[src/rtl/vga_timing_gen.sv]
// VGA raster timing: pixel/line counters, coordinate decode, sync pulses and colour gating.
// Sync and blanking are delayed one cycle to line up with the scene's registered colour.
module vga_timing_gen #(
    parameter int h_video = 640,
    parameter int h_front = 16,
    parameter int h_sync  = 96,
    parameter int h_back  = 48,
    parameter int v_video = 480,
    parameter int v_front = 10,
    parameter int v_sync  = 2,
    parameter int v_back  = 33
) (
    input  logic       clk_0,
    input  logic       rst,
    output logic [9:0] pixel_x,
    output logic [9:0] pixel_y,
    output logic       video_on,
    output logic       frame_start,
    output logic [7:0] frame_count,
    input  logic       scene_red,
    input  logic       scene_green,
    input  logic       scene_blue,
    output logic       red,
    output logic       green,
    output logic       blue,
    output logic       hsync_n,
    output logic       vsync_n
);

    localparam logic [9:0] h_active_end = 10'(h_video);
    localparam logic [9:0] h_sync_start = 10'(h_video + h_front);
    localparam logic [9:0] h_sync_end   = 10'(h_video + h_front + h_sync);
    localparam logic [9:0] h_last       = 10'(h_video + h_front + h_sync + h_back - 1);
    localparam logic [9:0] v_active_end = 10'(v_video);
    localparam logic [9:0] v_sync_start = 10'(v_video + v_front);
    localparam logic [9:0] v_sync_end   = 10'(v_video + v_front + v_sync);
    localparam logic [9:0] v_last       = 10'(v_video + v_front + v_sync + v_back - 1);

    logic [9:0] h_count;
    logic [9:0] v_count;
    logic       h_end;
    logic       v_end;
    logic       hsync_active;
    logic       vsync_active;
    logic       video_on_d;

    assign h_end = (h_count == h_last);
    assign v_end = (v_count == v_last);

    assign hsync_active = (h_count >= h_sync_start) && (h_count < h_sync_end);
    assign vsync_active = (v_count >= v_sync_start) && (v_count < v_sync_end);

    assign pixel_x     = h_count;
    assign pixel_y     = v_count;
    // rst is folded in so the scene sees no active pixels while held in reset.
    assign video_on    = (h_count < h_active_end) && (v_count < v_active_end) && rst;
    assign frame_start = (h_count == 10'd0) && (v_count == 10'd0) && rst;

    always_ff @(posedge clk_0) begin
        if (!rst) begin
            h_count     <= 10'd0;
            v_count     <= 10'd0;
            frame_count <= 8'd0;
        end else begin
            h_count <= h_end ? 10'd0 : h_count + 10'd1;
            if (h_end) begin
                v_count <= v_end ? 10'd0 : v_count + 10'd1;
            end
            if (h_end && v_end) begin
                frame_count <= frame_count + 8'd1;
            end
        end
    end

    // Alignment stage: matches the one-cycle latency of the scene's colour register.
    always_ff @(posedge clk_0) begin
        if (!rst) begin
            hsync_n    <= 1'b1;
            vsync_n    <= 1'b1;
            video_on_d <= 1'b0;
        end else begin
            hsync_n    <= ~hsync_active;
            vsync_n    <= ~vsync_active;
            video_on_d <= video_on;
        end
    end

    assign red   = scene_red   & video_on_d;
    assign green = scene_green & video_on_d;
    assign blue  = scene_blue  & video_on_d;

endmodule

[config.mk]
export PLATFORM = sky130hd
export DESIGN_NAME = vga_timing_gen
export DESIGN_NICKNAME = d
export VERILOG_FILES = /design/src/rtl/vga_timing_gen.sv
export SDC_FILE = /design/constraint.sdc
export NUM_CORES = 1
export LEC_CHECK = 0
export CORE_MARGIN = 3
export CORE_UTILIZATION = 45
export DETAILED_ROUTE_END_ITERATION = 8
export PLACE_DENSITY = 0.75
export SYNTH_ARGS = -nofsm -noshare
export SYNTH_HDL_FRONTEND = slang
export SYNTH_SLANG_ARGS = --single-unit
[constraint.sdc]
create_clock -name clk_0 -period 2.25 [get_ports clk_0]
set_input_delay 0.45 -clock clk_0 [delete_from_list [all_inputs] [get_ports clk_0]]
set_output_delay 0.45 -clock clk_0 [all_outputs]
set_load 0.005 [all_outputs]
==> results.toml <==
[setup_path]
data_required_critical_path_ns = 1.80
worst-r2r-setup-slack_ns = 0.07
reg2regPathDepth = 5
timing.setup.critical_path_class = "reg -> out"
cp-endpoint = "frame_start"
worst-endpoint-arrival_ns = 1.74
worst_setup_path_start_kind = "register"
cp_max_fo = 2
critical-path-slowest-cell = "sky130_fd_sc_hd__or4_4"
cp_slowest_stage_delay_ns = 0.54
rr_endpoint = "frame_count[5]$_SDFFE_PN0P_"
timing.critical_path.cells = "or4_4 > nor2_2 > nand3_2 > nor4_4 > buf_2"
critical_path.reg2reg.startpoint = "pixel_y[8]$_SDFFE_PN0N_"
timing.critical_path.from = "pixel_y[8]$_SDFFE_PN0N_"
critical_path_sink_type = "output pin"

[synth]
post-synth-top-area-cell = "sky130_fd_sc_hd__dfxtp_1"
synthesis.instances = 183
synth.yosys.warnings = 0
async_flop_share_pct = 0
synth_top_area_share_pct = 40.3
avgSynthCellArea_um2 = 8.42
netlist_top_cells_count = "sky130_fd_sc_hd__dfxtp_1 (31), sky130_fd_sc_hd__nand3_1 (16), sky130_fd_sc_hd__nor2_1 (15), sky130_fd_sc_hd__a21oi_1 (14), sky130_fd_sc_hd__nand2_1 (12)"
synth_enable_flop_cells = 0
postSynth.topFlopCell = "sky130_fd_sc_hd__dfxtp_1"
synth_seq_cells = 31
synth_top_cells_by_area = "sky130_fd_sc_hd__dfxtp_1 (40%), sky130_fd_sc_hd__nand3_1 (5.2%), sky130_fd_sc_hd__ha_1 (4.9%)"
synth_most_common_cell = "sky130_fd_sc_hd__dfxtp_1"
syn_nets = 194
synth.distinct_cells = 29
synth.cell_area_mm2 = 0.00154
sequential_fraction_of_the_synthesis_area_pct = 40.3

[sta]
max-slew-margin-rel_pct = 74.2
period_share_pct = 97.3
timing.fmax_mhz = 457
final_hold_vios = 0
unrepaired_setup_endpoints_after_global_routing = "yes"
period_minus_slack_ns = 2.19
fin_ws_ns = 0.0614
final.setup_skew_ns = 0.00609
worst-slew-pin-transition_ns = 0.381
fin_hold_ws_ns = 0.497
final-setup-viol-count = 0
report.final.slew_viol_count = 0
tns_ns = 0

[cts]
cts.clk_slew.worst_paths_ns = 0.10
root_buffer_cell = "sky130_fd_sc_hd__clkbuf_4"
tritoncts_buffers = 5
clockBufferDepth = 2
cts_tree = "built"
cts_hold_buffers = 0
worstSkewPairLatency_ns = 0.34
clock_sink_count = 31
cts_htree_levels = 2

[finish]
final_layout_size_suffix_gt1_share_pct = 18.0
finalInstanceArea_mm2 = 0.00226
area_growth_pct = 46.8
layout.nets = 254
final_core_utilization_pct = 71.7
antenna-diode-count = 0
final-instance-count-excl-fill = 288

[global_routing]
initial_antenna_violation_count = 0
grt_max_degree = 25
grt_pass1_wl_um = 7020
vias_in_the_first_global_route = 1524
grt.overflow.total = 0
grtUsageTotal_pct = 21.5

[routing]
routedWlPerCell_um = 14.3
first_iter_violations = 164
drc_errors = 0
drt.antenna.violating_nets = 0
vias = 1612
firstDrtPassIters = 6
routed_wl_um = 4130
detail_route.vias_per_cell = 5.60

[die]
design.die.area_mm2 = 0.00416
io-pin-count = 40
core_mm2 = 0.00315
die_w_um = 64.5
die_h_um = 64.5
initial_util_pct = 48.8
row_count = 20

[power]
pwr_density_mw_per_mm2 = 481
cellLeakagePower_nw = 0.835
worst_vdd_drop_mv = 0.480
design_power_total_mw = 1.09

[min_path]
worstHoldPathType = "reg -> reg"
min-delay-start = "frame_count[7]$_SDFFE_PN0P_"

[placed_design]
setup_ws_pre_cts_ns = -0.355
portBuffers = 39
placement.cell_area_mm2 = 0.00213
placed_cells = 279
dp_hpwl_um = 3030
gpl_wtd_cong = 0.887

[run]
max_cap_viol_count = 0

[status]
status = "finished, final reports clean"
[timing repair]
action                                  CTS  global route
setup buffers                             0             1
endpoints found under the setup margin    4             5
pin swaps                                 2             2
resized for setup                         8             8
[cells in the final DEF, fill, tap and decap left out, types with 5 or more instances in the layout]
cell type / count
sky130_fd_sc_hd__clkbuf_4: 5
sky130_fd_sc_hd__nor2_1: 14
sky130_fd_sc_hd__or4_1: 7
sky130_fd_sc_hd__o21ai_0: 5
sky130_fd_sc_hd__dfxtp_1: 29
sky130_fd_sc_hd__xor2_1: 8
sky130_fd_sc_hd__ha_1: 6
sky130_fd_sc_hd__or3_1: 5
sky130_fd_sc_hd__a21oi_1: 14
sky130_fd_sc_hd__clkdlybuf4s50_1: 37
sky130_fd_sc_hd__inv_1: 6
sky130_fd_sc_hd__nand4_1: 6
sky130_fd_sc_hd__nand2_1: 11
sky130_fd_sc_hd__nand3_1: 15
sky130_fd_sc_hd__o31ai_1: 7
sky130_fd_sc_hd__buf_4: 22
[routing by layer]
metal  part of all wire (%)  routed length (µm)  global-route usage, %  up-vias
met5                      0                   0                      0        -
met4                    1.3                  54                   10.6        0
met3                    6.3                 260                   5.20        7
met2                     50                2060                   36.2       56
met1                     43                1760                   25.6      760
li1                       -                   -                      -      789
[report_power, final]
| group | switching [mW] | leakage (nW) | total (mW) | internal [mW] |
|---|---|---|---|---|
| sequential | 0.00662 | 0.252 | 0.560 | 0.554 |
| clock | 0.199 | 0.0482 | 0.461 | 0.262 |
| combinational | 0.0273 | 0.535 | 0.0657 | 0.0384 |
[final cells by class]
class / instances / area (µm²)
clock buffer: 6 / 51.3
clock inverter: 2 / 35.0
fill: 258 / 892
inverter: 6 / 22.5
multi-input combinational: 137 / 901
sequential: 31 / 623
tap: 44 / 55.1
timing repair buffer: 62 / 573
[how the worst min path moves through the flow]
stage                                  endpoint  cells after the start  slack (ns)
floorplan                    vsync_n$_SDFF_PN1_                      1        0.43
global placement    frame_count[7]$_SDFFE_PN0P_                      2        0.46
detailed placement  frame_count[7]$_SDFFE_PN0P_                      2        0.48
CTS                 frame_count[7]$_SDFFE_PN0P_                      2        0.49
global route        frame_count[7]$_SDFFE_PN0P_                      2        0.52
finish              frame_count[7]$_SDFFE_PN0P_                      2        0.50
[flip-flops by register name, indices dropped and copies added, names as in the netlist]
name,count
pixel_x,10
pixel_y,10
frame_count,8
hsync_n,1
video_on_d,1
vsync_n,1
[cell families (layout without fill, tap and decap cells)]
family	Yosys count	count (layout)	synth area share (%)
XOR/XNOR	12	12	6.82
AND/OR/NAND/NOR	91	91	34.0
flip-flops	31	31	40.3
adder cells (fa/ha/maj)	6	6	4.87
buffers and inverters	15	76	3.74
AO/OA/AOI/OAI	28	28	10.2
[critical path: cells and delay by family (launching register included)]
| kind | cells | cell delay (ns) |
|---|---|---|
| flip-flops | 1 | 0.33 |
| AND/OR/NAND/NOR | 4 | 0.92 |
| buffers and inverters | 1 | 0.15 |
No activity file was read; power rests on OpenSTA's default activity.
==> edit, RTL diff (same flow settings) <==
Put a register stage on the outputs `frame_start`, `red`, `green` and `blue`, cleared by the reset. The values now appear one clock later. The other outputs are not delayed to match.
--- a/src/rtl/vga_timing_gen.sv
+++ b/src/rtl/vga_timing_gen.sv
@@ -55,5 +55,4 @@
     // rst is folded in so the scene sees no active pixels while held in reset.
     assign video_on    = (h_count < h_active_end) && (v_count < v_active_end) && rst;
-    assign frame_start = (h_count == 10'd0) && (v_count == 10'd0) && rst;
 
     always_ff @(posedge clk_0) begin
@@ -86,7 +85,17 @@
     end
 
-    assign red   = scene_red   & video_on_d;
-    assign green = scene_green & video_on_d;
-    assign blue  = scene_blue  & video_on_d;
+    always_ff @(posedge clk_0) begin
+        if (!rst) begin
+            frame_start <= '0;
+            red         <= '0;
+            green       <= '0;
+            blue        <= '0;
+        end else begin
+            frame_start <= (h_count == 10'd0) && (v_count == 10'd0) && rst;
+            red         <= scene_red   & video_on_d;
+            green       <= scene_green & video_on_d;
+            blue        <= scene_blue  & video_on_d;
+        end
+    end
 
 endmodule
Function: changed (a bounded check fails within 4 cycles, from zero or initial values and one cycle with rst low).
==> edit against the original RTL <==
- routed wire length shrank 12%
- synthesized area increased by 5.4%
- clock skew up 0.0052 ns
- worst setup slack gained 0.14 ns
- total power is 0.17% lower
- cell area is 2.4% lower
- sequential cell count is 4 higher
- die area grew 4.9%
- critical path type is now reg -> reg
- critical endpoint is now pixel_y[7]
==> edit: results (changes against the original RTL) <==
<table>
<tr><th>Metric</th><th>Value</th></tr>
<tr><th colspan="2">Outcome</th></tr>
<tr><td>Status</td><td>finished clean</td></tr>
<tr><th colspan="2">GRT</th></tr>
<tr><td>First-pass GRT wire length</td><td>6130 um (-13%)</td></tr>
<tr><td>Largest net degree at the start of global routing</td><td>23 (-8.0%)</td></tr>
<tr><td>Combined global-route utilization of all metal layers</td><td>18.1% (-3.4 points)</td></tr>
<tr><td>Number of global-route vias before repair</td><td>1,323 (-13%)</td></tr>
<tr><th colspan="2">Logic synthesis</th></tr>
<tr><td>Flops &amp; latches, synth</td><td>35 (+13%)</td></tr>
<tr><td>Net count after synthesis</td><td>197 (+1.5%)</td></tr>
<tr><td>Mux contribution to synthesized area</td><td>1.85% (+1.8 points)</td></tr>
<tr><td>Area fraction of the dominant cell type after synthesis</td><td>43.1% (+2.9 points)</td></tr>
<tr><td>Netlist cell types</td><td>38 (+31%)</td></tr>
<tr><td>Parity-gate share of the synthesized area counting xor and xnor cells</td><td>6.47% (-0.35 points)</td></tr>
<tr><th colspan="2">Placement</th></tr>
<tr><td>DP Worst Slack</td><td>0.0874 ns (+0.443 ns)</td></tr>
<tr><td>Detailed Place HPWL</td><td>2660 um (-12%)</td></tr>
<tr><td>Weighted congestion reported at the end of routability-driven placement</td><td>0.819 (-7.6%)</td></tr>
<tr><th colspan="2">Setup path</th></tr>
<tr><td>CP Data Arrival Time</td><td>2.33 ns (+0.59 ns)</td></tr>
<tr><td>Crit Path Class</td><td>reg -&gt; reg</td></tr>
<tr><td>FF-to-FF Start</td><td>pixel_x[1]</td></tr>
<tr><td>Maximum fanout encountered on the critical timing path</td><td>6 (+4)</td></tr>
<tr><td>Largest stage delay, worst path</td><td>0.57 ns (+0.03 ns)</td></tr>
<tr><th colspan="2">STA</th></tr>
<tr><td>Maximum clock skew at final layout</td><td>0.0113 ns (+0.00523 ns)</td></tr>
<tr><td>Worst slew margin relative to its limit</td><td>70.1% (-4.1 points)</td></tr>
<tr><th colspan="2">Pwr</th></tr>
<tr><td>Areal power density over the cells</td><td>492 mW/mm^2 (+2.3%)</td></tr>
<tr><td>Worst voltage drop across the vdd grid</td><td>0.326 mV (-32%)</td></tr>
<tr><td>Cell leakage power</td><td>0.783 nW (-6.3%)</td></tr>
<tr><th colspan="2">Detailed routing</th></tr>
<tr><td>Total detailed-routing wirelength</td><td>3620 um (-12%)</td></tr>
<tr><td>Count of TritonRoute iterations in the first routing pass</td><td>4 (-2)</td></tr>
<tr><td>Routed length per instance</td><td>12.7 um (-12%)</td></tr>
<tr><th colspan="2">Layout</th></tr>
<tr><td>Nets</td><td>250 (-1.6%)</td></tr>
<tr><td>Proportion of layout cells with a drive suffix above 1</td><td>9.58% (-8.4 points)</td></tr>
</table>
edit: changes by cell type after synthesis, sizes merged, moves of 4 or more:
cell,change
or4,-7
dfxtp,+4
nand2b,+4
o31ai,-5
a21oi,-5
clkbuf,-4
nor4,+5
nand3,-4
edit: repair_timing:
action	in CTS	in global routing
gates resized for setup	2	0
endpoints found under the setup margin	1	0
hold endpoints to repair	0	0
edit: kinds of logic after synthesis:
family	after synthesis
fa+ha+maj	6
compound gates	23
simple gates	91
mux	3
flops	35
xor+xnor	12
buf+inv	16
edit: area by class of cell:
class | instances | area share (%)
clock buffers | 8 | 3.12
inverters | 10 | 1.70
well taps | 46 | 2.61
repair buffers | 52 | 22.1
flip-flops and latches | 35 | 31.8
multi-input cells | 135 | 38.7
edit: worst paths after layout:
check	endpoint	slack, ns	cells past startpoint
min	frame_count[7]	0.48	2
max reg2reg	pixel_y[7]	0.20	6
min reg2reg	frame_count[7]	0.48	2
max	pixel_y[7]	0.20	6
edit: worst register-to-register path, delay by kind of cell (launching register included):
family / cells / cell delay [ns]
buffers and inverters: 1 / 0.18
and+or+nand+nor: 3 / 1.03
adders and majority gates: 1 / 0.24
DFF: 1 / 0.41
AOI/OAI and AO/OA: 1 / 0.14
edit: metal layers:
metal  track usage, %  wire length, um  vias up  part of all wire [%]
met1             23.7             1740      659                    48
li1                 -                -      776                     -
met5                0                0        -                     0
met2             27.7             1670       29                    46
met3             5.95              154        7                   4.3
met4             6.85               58        0                   1.6
edit: where the power goes:
| part | switching (mW) | total (mW) | internal, mW |
|---|---|---|---|
| clock | 0.200 | 0.384 | 0.184 |
| sequential | 0.00530 | 0.634 | 0.629 |
| combinational | 0.0293 | 0.0674 | 0.0381 |
| total | 0.235 | 1.09 | 0.851 |
